## config.mk

```make
export PLATFORM = sky130hd
export DESIGN_NAME = uart_line_rx
export DESIGN_NICKNAME = d
export VERILOG_FILES = /design/src/rtl/uart_line_rx.sv
export SDC_FILE = /design/constraint.sdc
export NUM_CORES = 1
export LEC_CHECK = 0
export ABC_AREA = 1
export CORE_ASPECT_RATIO = 0.5
export CORE_MARGIN = 4
export CORE_UTILIZATION = 48
export DETAILED_ROUTE_END_ITERATION = 10
export GPL_TIMING_DRIVEN = 1
export PLACE_DENSITY = 0.81
export SETUP_SLACK_MARGIN = 0.5
export SYNTH_ARGS = -nofsm -noshare
export SYNTH_HDL_FRONTEND = slang
export SYNTH_SLANG_ARGS = --single-unit
```

## constraint.sdc

```tcl
create_clock -name clk -period 3 [get_ports clk]
set_clock_uncertainty 0.05 [all_clocks]
set_input_delay 0.3 -clock clk [delete_from_list [all_inputs] [get_ports clk]]
set_output_delay 0.3 -clock clk [all_outputs]
set_load 0.05 [all_outputs]
```

## src/rtl/uart_line_rx.sv

```systemverilog
// uart_line_rx: 8N1 serial receiver producing a byte plus one-cycle valid/error strobes
module uart_line_rx #(
   parameter int CLK_DIV    = 16,
   parameter bit STOP_CHECK = 1'b1
) (
   input  logic       clk,
   input  logic       resetn,
   input  logic       rx,
   input  logic       rx_en,
   output logic [7:0] uart_data,
   output logic       uart_data_valid,
   output logic       frame_err,
   output logic       line_break,
   output logic       busy
);
   localparam int CW = $clog2(CLK_DIV);
   localparam logic [CW-1:0] RELOAD = CW'(CLK_DIV - 1);
   localparam logic [CW-1:0] HALF   = CW'(CLK_DIV / 2 - 1);
   typedef enum logic [2:0] {IDLE, START, DATA, STOP, WAIT_HIGH} state_t;
   state_t        state_q, state_d;
   logic [1:0]    sync_q, sync_d;
   logic [CW-1:0] cnt_q, cnt_d;
   logic [2:0]    bitidx_q, bitidx_d;
   logic [7:0]    shreg_q, shreg_d;
   logic [7:0]    data_q, data_d;
   logic          valid_q, valid_d;
   logic          ferr_q, ferr_d;
   logic          brk_q, brk_d;
   logic          rx_s, tick;
   assign rx_s            = sync_q[1];
   assign tick            = cnt_q == '0;
   assign sync_d          = {sync_q[0], rx};
   assign uart_data       = data_q;
   assign uart_data_valid = valid_q;
   assign frame_err       = ferr_q;
   assign line_break      = brk_q;
   assign busy            = state_q != IDLE;
   // next-state: bit timing, shifting, and strobe generation
   always_comb begin
      state_d  = state_q;
      cnt_d    = tick ? RELOAD : cnt_q - 1'b1;
      bitidx_d = bitidx_q;
      shreg_d  = shreg_q;
      data_d   = data_q;
      valid_d  = 1'b0;
      ferr_d   = 1'b0;
      brk_d    = 1'b0;
      if (!rx_en) begin
         state_d = IDLE;
      end else begin
         case (state_q)
            IDLE: if (!rx_s) begin
               state_d = START;
               cnt_d   = HALF;
            end
            START: if (tick) begin
               state_d  = rx_s ? IDLE : DATA;
               bitidx_d = 3'd0;
            end
            DATA: if (tick) begin
               shreg_d  = {rx_s, shreg_q[7:1]};
               bitidx_d = bitidx_q + 3'd1;
               if (bitidx_q == 3'd7) state_d = STOP;
            end
            STOP: if (tick) begin
               if (rx_s || !STOP_CHECK) begin
                  data_d  = shreg_q;
                  valid_d = 1'b1;
                  state_d = IDLE;
               end else begin
                  ferr_d  = 1'b1;
                  brk_d   = shreg_q == 8'h00;
                  state_d = WAIT_HIGH;
               end
            end
            WAIT_HIGH: if (rx_s) state_d = IDLE;
            default: state_d = IDLE;
         endcase
      end
   end
   // state and output registers; synchronizer resets to idle-high to avoid a false start
   always_ff @(posedge clk or negedge resetn) begin
      if (!resetn) begin
         state_q  <= IDLE;
         sync_q   <= 2'b11;
         cnt_q    <= '0;
         bitidx_q <= 3'd0;
         shreg_q  <= 8'h00;
         data_q   <= 8'h00;
         valid_q  <= 1'b0;
         ferr_q   <= 1'b0;
         brk_q    <= 1'b0;
      end else begin
         state_q  <= state_d;
         sync_q   <= sync_d;
         cnt_q    <= cnt_d;
         bitidx_q <= bitidx_d;
         shreg_q  <= shreg_d;
         data_q   <= data_d;
         valid_q  <= valid_d;
         ferr_q   <= ferr_d;
         brk_q    <= brk_d;
      end
   end
endmodule

```

# Word-level counts from Yosys, hierarchy flattened
# Cells that the tools add are included.
# word_totals
register_bits	31
inputBits	4
out_inout_bits	12
elab_cells	62
# op_classes
n_addsub	2
eq_ne	13
muxes	29
reduce_logical	9
# op_table
operator	count
3-bit 2-to-1 mux	10
3-bit inequality test (second input constant)	6
4-bit 2-to-1 mux	4
3-bit case mux with 5 select lines	1
1-bit 2-to-1 mux	12
8-bit zero test	1
4-bit AND reduction	2
3-bit by 2-bit == test with 1-bit output (second input constant)	2
3-bit == test (second input constant)	2
3-bit case mux with 2 select lines	1
6-bit AND reduction	1
4-bit zero test	1
2-bit inequality test (second input constant)	2
4-bit by 1-bit subtractor with 4-bit output (second input constant)	1
3-bit by 1-bit adder with 3-bit output (second input constant)	1
3-bit by 1-bit == test with 1-bit output (second input constant)	1
3-bit zero test	1
3-bit AND reduction	1
3-bit nonzero test	1
2-bit 2-to-1 mux	1
2-bit nonzero test	1

# Depth between registers and ports, before layout
# Gate-level depths: netlist of the first run.
# depth
word_depth	5
mapped_depth	8
depth_no_buf	8

# Worst setup path after synthesis of the first run
# No wires, ideal clock.
# synth_path
path_kind	reg2reg
startpoint	reg cnt_q[0]
endpoint	reg data_q[7] (netlist: uart_data[7])
arrival_time_ns	1.250
slack_ns	1.581
stages_incl_launch_ff	9
path_cell_list	dfrtp_1 > inv_1 > ha_1 > nand2_4 > nor2_8 > nand3_4 > buf_6 > nand2_2 > o21ai_2
# synth_via
elab_chain_cells	2
# synth_lines
item	line_no	source
start: declaration	22	logic [CW-1:0] cnt_q, cnt_d;
start signal: assignment	96	cnt_q <= cnt_d;
4-bit zero test	31	assign tick = cnt_q == '0;
4-bit AND reduction (no source line)	-	
end signal: assignment	99	data_q <= data_d;
end: declaration	25	logic [7:0] data_q, data_d;
# Every way passes these cells.
# A chain may end at the register's enable or synchronous reset.

# Worst setup path in the final report of the first run
# layout_path
startpoint	reg state_q[1]
endpoint	out busy
# layout_via
elab_chain_cells	1
# layout_lines
item	line_no	source
start: declaration	20	state_t state_q, state_d;
start signal: assignment	94	state_q <= state_d;
3-bit nonzero test	37	assign busy = state_q != IDLE;
end: declaration	14	output logic busy
# Every way passes these cells.

==> results.cfg, run 1 <==
[synthesis]
post-synth-top-area-cell = dfrtp_1
netlist_instances = 149
async_flop_share_pct = 100
yosysWarnings = 0
synth-simple-area-share_pct = 23.1
synth_compound_area_share_pct = 12.0
synth_top_area_share_pct = 50.3
syn_area_per_cell_um2 = 9.69
synth_edf_count = 0
synthMuxAreaShare_pct = 0
synth_top_family_by_area = simple AND/OR/NAND/NOR gates
ys_ff_latch = 31
synth_cell_types = 24
synth_xor_area_share_pct = 0
syn_area_um2 = 1440
postSynth.topFlopCell = dfrtp_1
synth-seq-area-share_pct = 53.9
synthAdderAreaFrac_pct = 2.60
synth_fp_nets = 156
netlist_top_cells_area = dfrtp_1 (50%), o21ai_2 (9.7%), nand2_1 (8.6%)

[worst_setup_path]
worst_setup_path_start_kind = flop
required_ns = 2.65
crit_type = flop to output port
cp_cell_sequence = nor2_1 > inv_1 > nor2_1 > inv_1 > clkdlybuf4s50_1
critPathMaxFanout = 6
worstPathArrival_ns = 1.84
endpoint_kind = output port
cp_slowest_stage_delay_ns = 0.69
crit_path_top_delay_cell = clkdlybuf4s50_1

[floorplanning]
die_h_um = 46.8
io-pin-count = 16
die_w_um = 85.6
dieArea_um2 = 4000
fp.coreArea_um2 = 2730
start_util_pct = 52.8
num_rows = 13

[placed_design]
gp_congestion = 0.788
hpwl_mm = 1.75
numPortBuffers = 15

[clock_tree]
cts_setup_buffers = 0
ctsHoldBuffers = 0
clock_latency_ns = 0.28
htreeDepth = 2
cts_buffers = 5
cts.clk_slew.worst_paths_ns = 0.07
root_buffer = clkbuf_8
cts_num_sinks = 31
clk_path_buf_depth = 2
cts_tree = built
cts.repair.resized = 0

[timing]
final-hold-violation-count = 0
rsz0062_at_grt = no
tightest_slew_ns = 0.510
finalCritPeriodShare_pct = 72.9
fmax_mhz = 457
finalMaxSlewViolations = 0
relSlewSlack_pct = 65.9
finalSetupViolCount = 0
finalSetupTns_ns = 0
layout_min_cycle_time_ns = 2.19
whs_ns = 0.310

[layout]
area_delta_synth_final_pct = 18.5
drive_above_1_share_pct = 21.6
n_antenna_cell = 0
final_common_cell = nand2_1
fin_nets = 177
num-fill-cells = 225
final_cell_mix = nand2_1 (33), dfrtp_1 (29), inv_1 (24)

[global_routing]
grt_usage_pct = 13.9
grt_max_degree = 32
antenna_found_initial = 0
grt_first_pass_wirelength_mm = 4.10
grt_pass1_vias = 945
grt_overflow = 0

[pwr]
ir_worst_vdd_mv = 0.254
power.density_nw_per_um2 = 624
power_mw = 1.07
p_leak_nw = 0.884

[detailed_routing]
drt_iter0_markers = 26
ant_nets = 0
dr_total_vias = 1028
wl_per_cell_um = 11.7
via_per_inst = 4.94
first_pass_iters = 6
drc_errors = 0
wl_mm = 2.44

[job]
drv_cap = 0

[status]
status = finished clean

[hold_path]
hp-class = flop to flop
critical path, delay by kind of cell (launching register included):
kind                   cells  cell delay [ns]
buffers and inverters      3             0.81
DFF                        1             0.45
and+or+nand+nor            2             0.30
cell families (layout without fill, tap and decap cells):
kind of cell | Yosys count | after routing
flip-flops | 31 | 31
adder cells (fa/ha/maj) | 3 | 3
AO/OA/AOI/OAI | 22 | 22
buffers and inverters | 28 | 50
AND/OR/NAND/NOR | 65 | 65
metrics by stage:
step	instances	setup WS [ns]	instance area, um^2	util, %
4_1_cts	208	0.817	1710	62.6
6_report	208	0.813	1710	62.6
3_5_place_dp	200	1.13	1630	59.5
3_3_place_gp	200	1.19	1630	59.5
5_1_grt	208	0.764	1710	62.6
2_1_floorplan	149	1.58	1440	-
routing by layer:
layer | GRT usage (%) | part of all wire [%] | vias up
met5 | 0 | 0 | -
met4 | 6.62 | 0.90 | 0
met3 | 5.25 | 4.5 | 4
met2 | 24.2 | 49 | 24
met1 | 15.9 | 45 | 484
li1 | - | - | 516
synth_stat cells (3+ instances only):
master	n
ha_1	3
nor3_1	3
inv_1	24
nand3_1	12
nand2_1	33
o21ai_2	16
dfrtp_1	29
nor2_1	6
registers in the layout (all words and copies together) (netlist names):
name,flops
shreg_q,8
uart_data,8
cnt_q,4
bitidx_q,3
state_q,3
sync_q,2
frame_err,1
line_break,1
uart_data_valid,1
cell type report:
cell class                      instances  area [um^2]  area share, %
Clock buffer                            6         72.6           4.24
Clock inverter                          2         12.5          0.732
Inverter                               26         97.6           5.71
Multi-Input combinational cell         90          546           31.9
Sequential cell                        31          778           45.5
Tap cell                               37         46.3           2.71
Timing Repair Buffer                   16          158           9.22
path summary, 6_finish.rpt:
check                           slack, ns            to  cells after the start        from
min in group asynchronous            0.35  uart_data[5]                      2      resetn
worst max-delay path                 0.81          busy                      5  state_q[1]
worst max register to register       1.41  uart_data[5]                      7    cnt_q[0]
worst min register to register       0.31     sync_q[1]                      0   sync_q[0]
worst min-delay path                 0.31     sync_q[1]                      0   sync_q[0]
max in group asynchronous            2.23     sync_q[1]                      2      resetn
power by group:
part | internal [mW] | switching, mW | leakage (nW)
logic | 0.0893 | 0.158 | 0.427
registers | 0.464 | 0.0392 | 0.415
clock network | 0.162 | 0.155 | 0.0412
No activity file was read; power rests on OpenSTA's default activity.
==> run 2: changes to the inputs <==
==> constraint.sdc (replaced) <==
create_clock -name clk -period 2.28 [get_ports clk]
set_clock_uncertainty 0.05 [all_clocks]
set_input_delay 0.228 -clock clk [delete_from_list [all_inputs] [get_ports clk]]
set_output_delay 0.228 -clock clk [all_outputs]
set_load 0.05 [all_outputs]
==> results.cfg, run 2 (synthesis results as in run 1) <==
[detailed_routing]
ant_nets = 0
drt_iter0_markers = 26
dr_total_vias = 1024
via_per_inst = 4.92
drc_errors = 0
wl_mm = 2.44
wl_per_cell_um = 11.7
first_pass_iters = 6

[floorplanning]
dieArea_um2 = 4000
start_util_pct = 52.8
io-pin-count = 16
die_h_um = 46.8
num_rows = 13
fp.coreArea_um2 = 2730
die_w_um = 85.6

[layout]
multi_input_area_um2 = 546
num-fill-cells = 226
n_antenna_cell = 0
area_delta_synth_final_pct = 18.3
fin_nets = 177
final_common_cell = nand2_1
final_cell_mix = nand2_1 (33), dfrtp_1 (29), inv_1 (24)
postLayoutCoreUtil_pct = 62.5
drive_above_1_share_pct = 22.2
seq_area_um2 = 778

[global_routing]
grt_max_degree = 32
grt_overflow = 0
grt_first_pass_wirelength_mm = 4.10
grt_pass1_vias = 945
grt_usage_pct = 13.9
antenna_found_initial = 0

[status]
status = finished clean

[timing]
relSlewSlack_pct = 65.3
final-hold-violation-count = 0
tightest_slew_ns = 0.519
finalSetupViolCount = 0
finalSetupTns_ns = 0
finalCritPeriodShare_pct = 76.1
finalMaxSlewViolations = 0
rsz0062_at_grt = no
layout_min_cycle_time_ns = 1.74
fmax_mhz = 576

[worst_setup_path]
cp_slowest_stage_delay_ns = 0.81
critPathMaxFanout = 2
crit_type = flop to output port
r2r-start = cnt_q[0]
reg2regPathDepth = 7
required_ns = 2.00
path_delay_family = buffers and inverters
worst_setup_path_start_kind = flop
endpoint_kind = output port
r2r_slack_ns = 0.69
crit_path_top_delay_cell = clkdlybuf4s50_1
worstPathArrival_ns = 1.46
cp_cell_sequence = clkdlybuf4s50_1
timing.rr.end = uart_data[5]
critPathBufInv = 1

[clock_tree]
clock_latency_ns = 0.28
cts.clk_slew.worst_paths_ns = 0.07
htreeDepth = 2
cts_tree = built
cts_buffers = 5
ctsHoldBuffers = 0
cts_num_sinks = 31
root_buffer = clkbuf_8
clk_path_buf_depth = 2

[pwr]
ir_worst_vdd_mv = 0.333
p_leak_nw = 0.903
power.density_nw_per_um2 = 817

[placed_design]
hpwl_mm = 1.75
gp_congestion = 0.788
numPortBuffers = 15

[job]
drv_cap = 0

[hold_path]
hp-class = input port to asynchronous set/reset pin
-- run 2: layer usage --
metal / track usage, % / wire length (um) / vias to the layer above
met3: 5.25 / 106 / 4
li1: - / - / 516
met5: 0 / 0 / -
met1: 15.9 / 1110 / 484
met4: 6.62 / 22 / 0
met2: 24.2 / 1200 / 20
-- run 2: repair_timing --
| item | CTS | global route |
|---|---|---|
| buffers inserted | 0 | 0 |
| endpoints found under the setup margin | 1 | 2 |
| gates resized for setup | 3 | 3 |
-- run 2: through the flow --
step	power (mW)	area, um^2	instances	hold WS, ns	worst slack [ns]
6_report	1.40	1710	208	0.282	0.544
5_1_grt	1.48	1710	208	0.296	0.508
4_1_cts	1.41	1710	208	0.290	0.530
3_5_place_dp	1.00	1630	200	0.299	0.481
3_3_place_gp	0.981	1630	200	0.295	0.539
2_1_floorplan	0.913	1440	149	-0.118	0.861
-- run 2: worst max-delay path by stage --
stage	start	depth (start not counted)	end
2_1_floorplan	cnt_q[0]	8	uart_data[7]
3_3_place_gp	state_q[1]	5	busy
3_5_place_dp	state_q[1]	5	busy
4_1_cts	uart_data[7]	1	uart_data[7]
5_1_grt	uart_data[7]	1	uart_data[7]
6_report	uart_data[7]	1	uart_data[7]
-- run 2: cell type report --
cell class                 instances  area share [%]
clock inverter                     2           0.733
multi-input combinational         90            31.9
tap                               37            2.71
inverter                          26            5.71
clock buffer                       6            4.25
timing repair buffer              16            9.08
sequential                        31            45.6
-- run 2: where the power goes --
group          total, mW  switching (mW)  internal, mW  leakage [nW]
registers          0.662          0.0515         0.611         0.415
clock network      0.416           0.204         0.213        0.0412
logic              0.317           0.208         0.109         0.447
==> run 3: changes to the inputs <==
==> constraint.sdc (replaced) <==
create_clock -name clk -period 1.8 [get_ports clk]
set_clock_uncertainty 0.05 [all_clocks]
set_input_delay 0.18 -clock clk [delete_from_list [all_inputs] [get_ports clk]]
set_output_delay 0.18 -clock clk [all_outputs]
set_load 0.05 [all_outputs]
==> results.cfg, run 3 (synthesis results as in run 1) <==
[clock_tree]
cts_num_sinks = 31
root_buffer = clkbuf_8
cts_buffers = 5
cts_tree = built
htreeDepth = 2
clk_path_buf_depth = 2
clock_latency_ns = 0.29
cts.clk_slew.worst_paths_ns = 0.07
ctsHoldBuffers = 0

[global_routing]
grt_pass1_vias = 1324
grt_use_met1_pct = 30.6
grt_max_degree = 32
grt_overflow = 0
grt_usage_pct = 23.9
grt_first_pass_wirelength_mm = 6.93
top_usage_layer = met2
met3_usage_pct = 5.60
antenna_found_initial = 0
use_met2_pct = 41.4

[pwr]
power.density_nw_per_um2 = 1180
combPwrFrac_pct = 33.8
p_leak_nw = 1.02
power_switching_uw = 827
power.internal_mw = 1.71
power_frac_clock_pct = 32.9
pwr-share-seq_pct = 33.3
p_sw_share_pct = 32.5
ir_worst_vdd_mv = 0.637

[timing]
finalCritPeriodShare_pct = 84.1
finalMaxSlewViolations = 0
rsz0062_at_grt = yes
layout_min_cycle_time_ns = 1.51
finalSetupViolCount = 0
final-hold-violation-count = 0
relSlewSlack_pct = 73.7
finalSetupTns_ns = 0
tightest_slew_ns = 0.394
whs_ns = 0.235
fmax_mhz = 660

[worst_setup_path]
r2r-start = cnt_q[0]
critPathMaxFanout = 8
crit_path_start = cnt_q[0]
crit_type = flop to flop
worstPathArrival_ns = 1.68
worst_setup_path_start_kind = flop
required_ns = 1.97
endpoint_kind = flop

[hold_path]
hp-class = input port to asynchronous set/reset pin

[placed_design]
dp.cells = 200
gp_congestion = 0.841
hpwl_mm = 1.91
numPortBuffers = 15

[detailed_routing]
ant_nets = 0
wl_mm = 4.39
wl_per_cell_um = 18.6
first_pass_iters = 5
drt_iter0_markers = 86
drc_errors = 0
via_per_inst = 5.46
dr_total_vias = 1289

[floorplanning]
dieArea_um2 = 4000
start_util_pct = 52.8
io-pin-count = 16
num_rows = 13
fp.coreArea_um2 = 2730
die_h_um = 46.8
die_w_um = 85.6

[layout]
final_common_cell = dfrtp_1
fin_nets = 205
num-fill-cells = 142
n_antenna_cell = 0
drive_above_1_share_pct = 57.3
multi_input_area_um2 = 727
postLayoutCoreUtil_pct = 78.6
final_cell_mix = dfrtp_1 (28), buf_4 (22), o21ai_2 (18)
seq_area_um2 = 779
stdcell_count = 236
area_delta_synth_final_pct = 48.8

[job]
drv_cap = 0

[status]
status = finished clean
run 3: per-layer routing:
metal,routed length [um],vias to the layer above
met4,138,0
met3,207,14
met5,0,-
met1,1900,652
li1,-,576
met2,2140,47
run 3: layout make-up:
type	instances	share of cell area, %
multi-input combinational	93	33.8
clock buffer	6	3.38
timing repair buffer	41	16.9
inverter	26	4.66
clock inverter	2	2.80
tap	37	2.15
sequential	31	36.3
run 3: through the flow:
| stage | area, um^2 | worst slack [ns] | power (mW) |
|---|---|---|---|
| 2_1_floorplan | 1460 | 0.448 | 1.19 |
| 3_3_place_gp | 1640 | 0.224 | 1.28 |
| 3_5_place_dp | 1640 | 0.195 | 1.30 |
| 4_1_cts | 2050 | 0.381 | 2.36 |
| 5_1_grt | 2150 | 0.223 | 2.64 |
| 6_report | 2150 | 0.285 | 2.54 |
run 3: worst max-delay path: stages, from the launching register on:
cell and delay [ns]:
dfrtp_1 0.40, inv_2 0.09, ha_4 0.17, nand2_8 0.07, nor2_8 0.15, buf_12 0.13
nand3_4 0.17, o21ai_2 0.20
run 3: worst paths after layout:
| check | depth (start not counted) | end | slack, ns |
|---|---|---|---|
| hold / removal | 2 | uart_data[1] | 0.23 |
| setup reg to reg | 7 | uart_data[1] | 0.29 |
| max in group asynchronous | 2 | sync_q[1] | 1.14 |
| setup / recovery | 7 | uart_data[1] | 0.29 |
| hold reg to reg | 0 | sync_q[1] | 0.31 |
| min in group clk | 0 | sync_q[1] | 0.31 |
run 3: power by group through the flow:
stage	Combinational, mW	Clock, mW	Sequential (mW)
6_report	0.859	0.837	0.846
5_1_grt	0.917	0.868	0.853
4_1_cts	0.691	0.831	0.836
3_5_place_dp	0.442	0	0.855
3_3_place_gp	0.423	0	0.853
2_1_floorplan	0.347	0	0.841
run 3: what timing repair did:
item | CTS | global route
endpoints found under the setup margin | 34 | 31
resized for setup | 66 | 21
buffers inserted | 16 | 9
gates cloned | 3 | 0
hold endpoints to repair | 0 | 0
pin swaps | 6 | 8
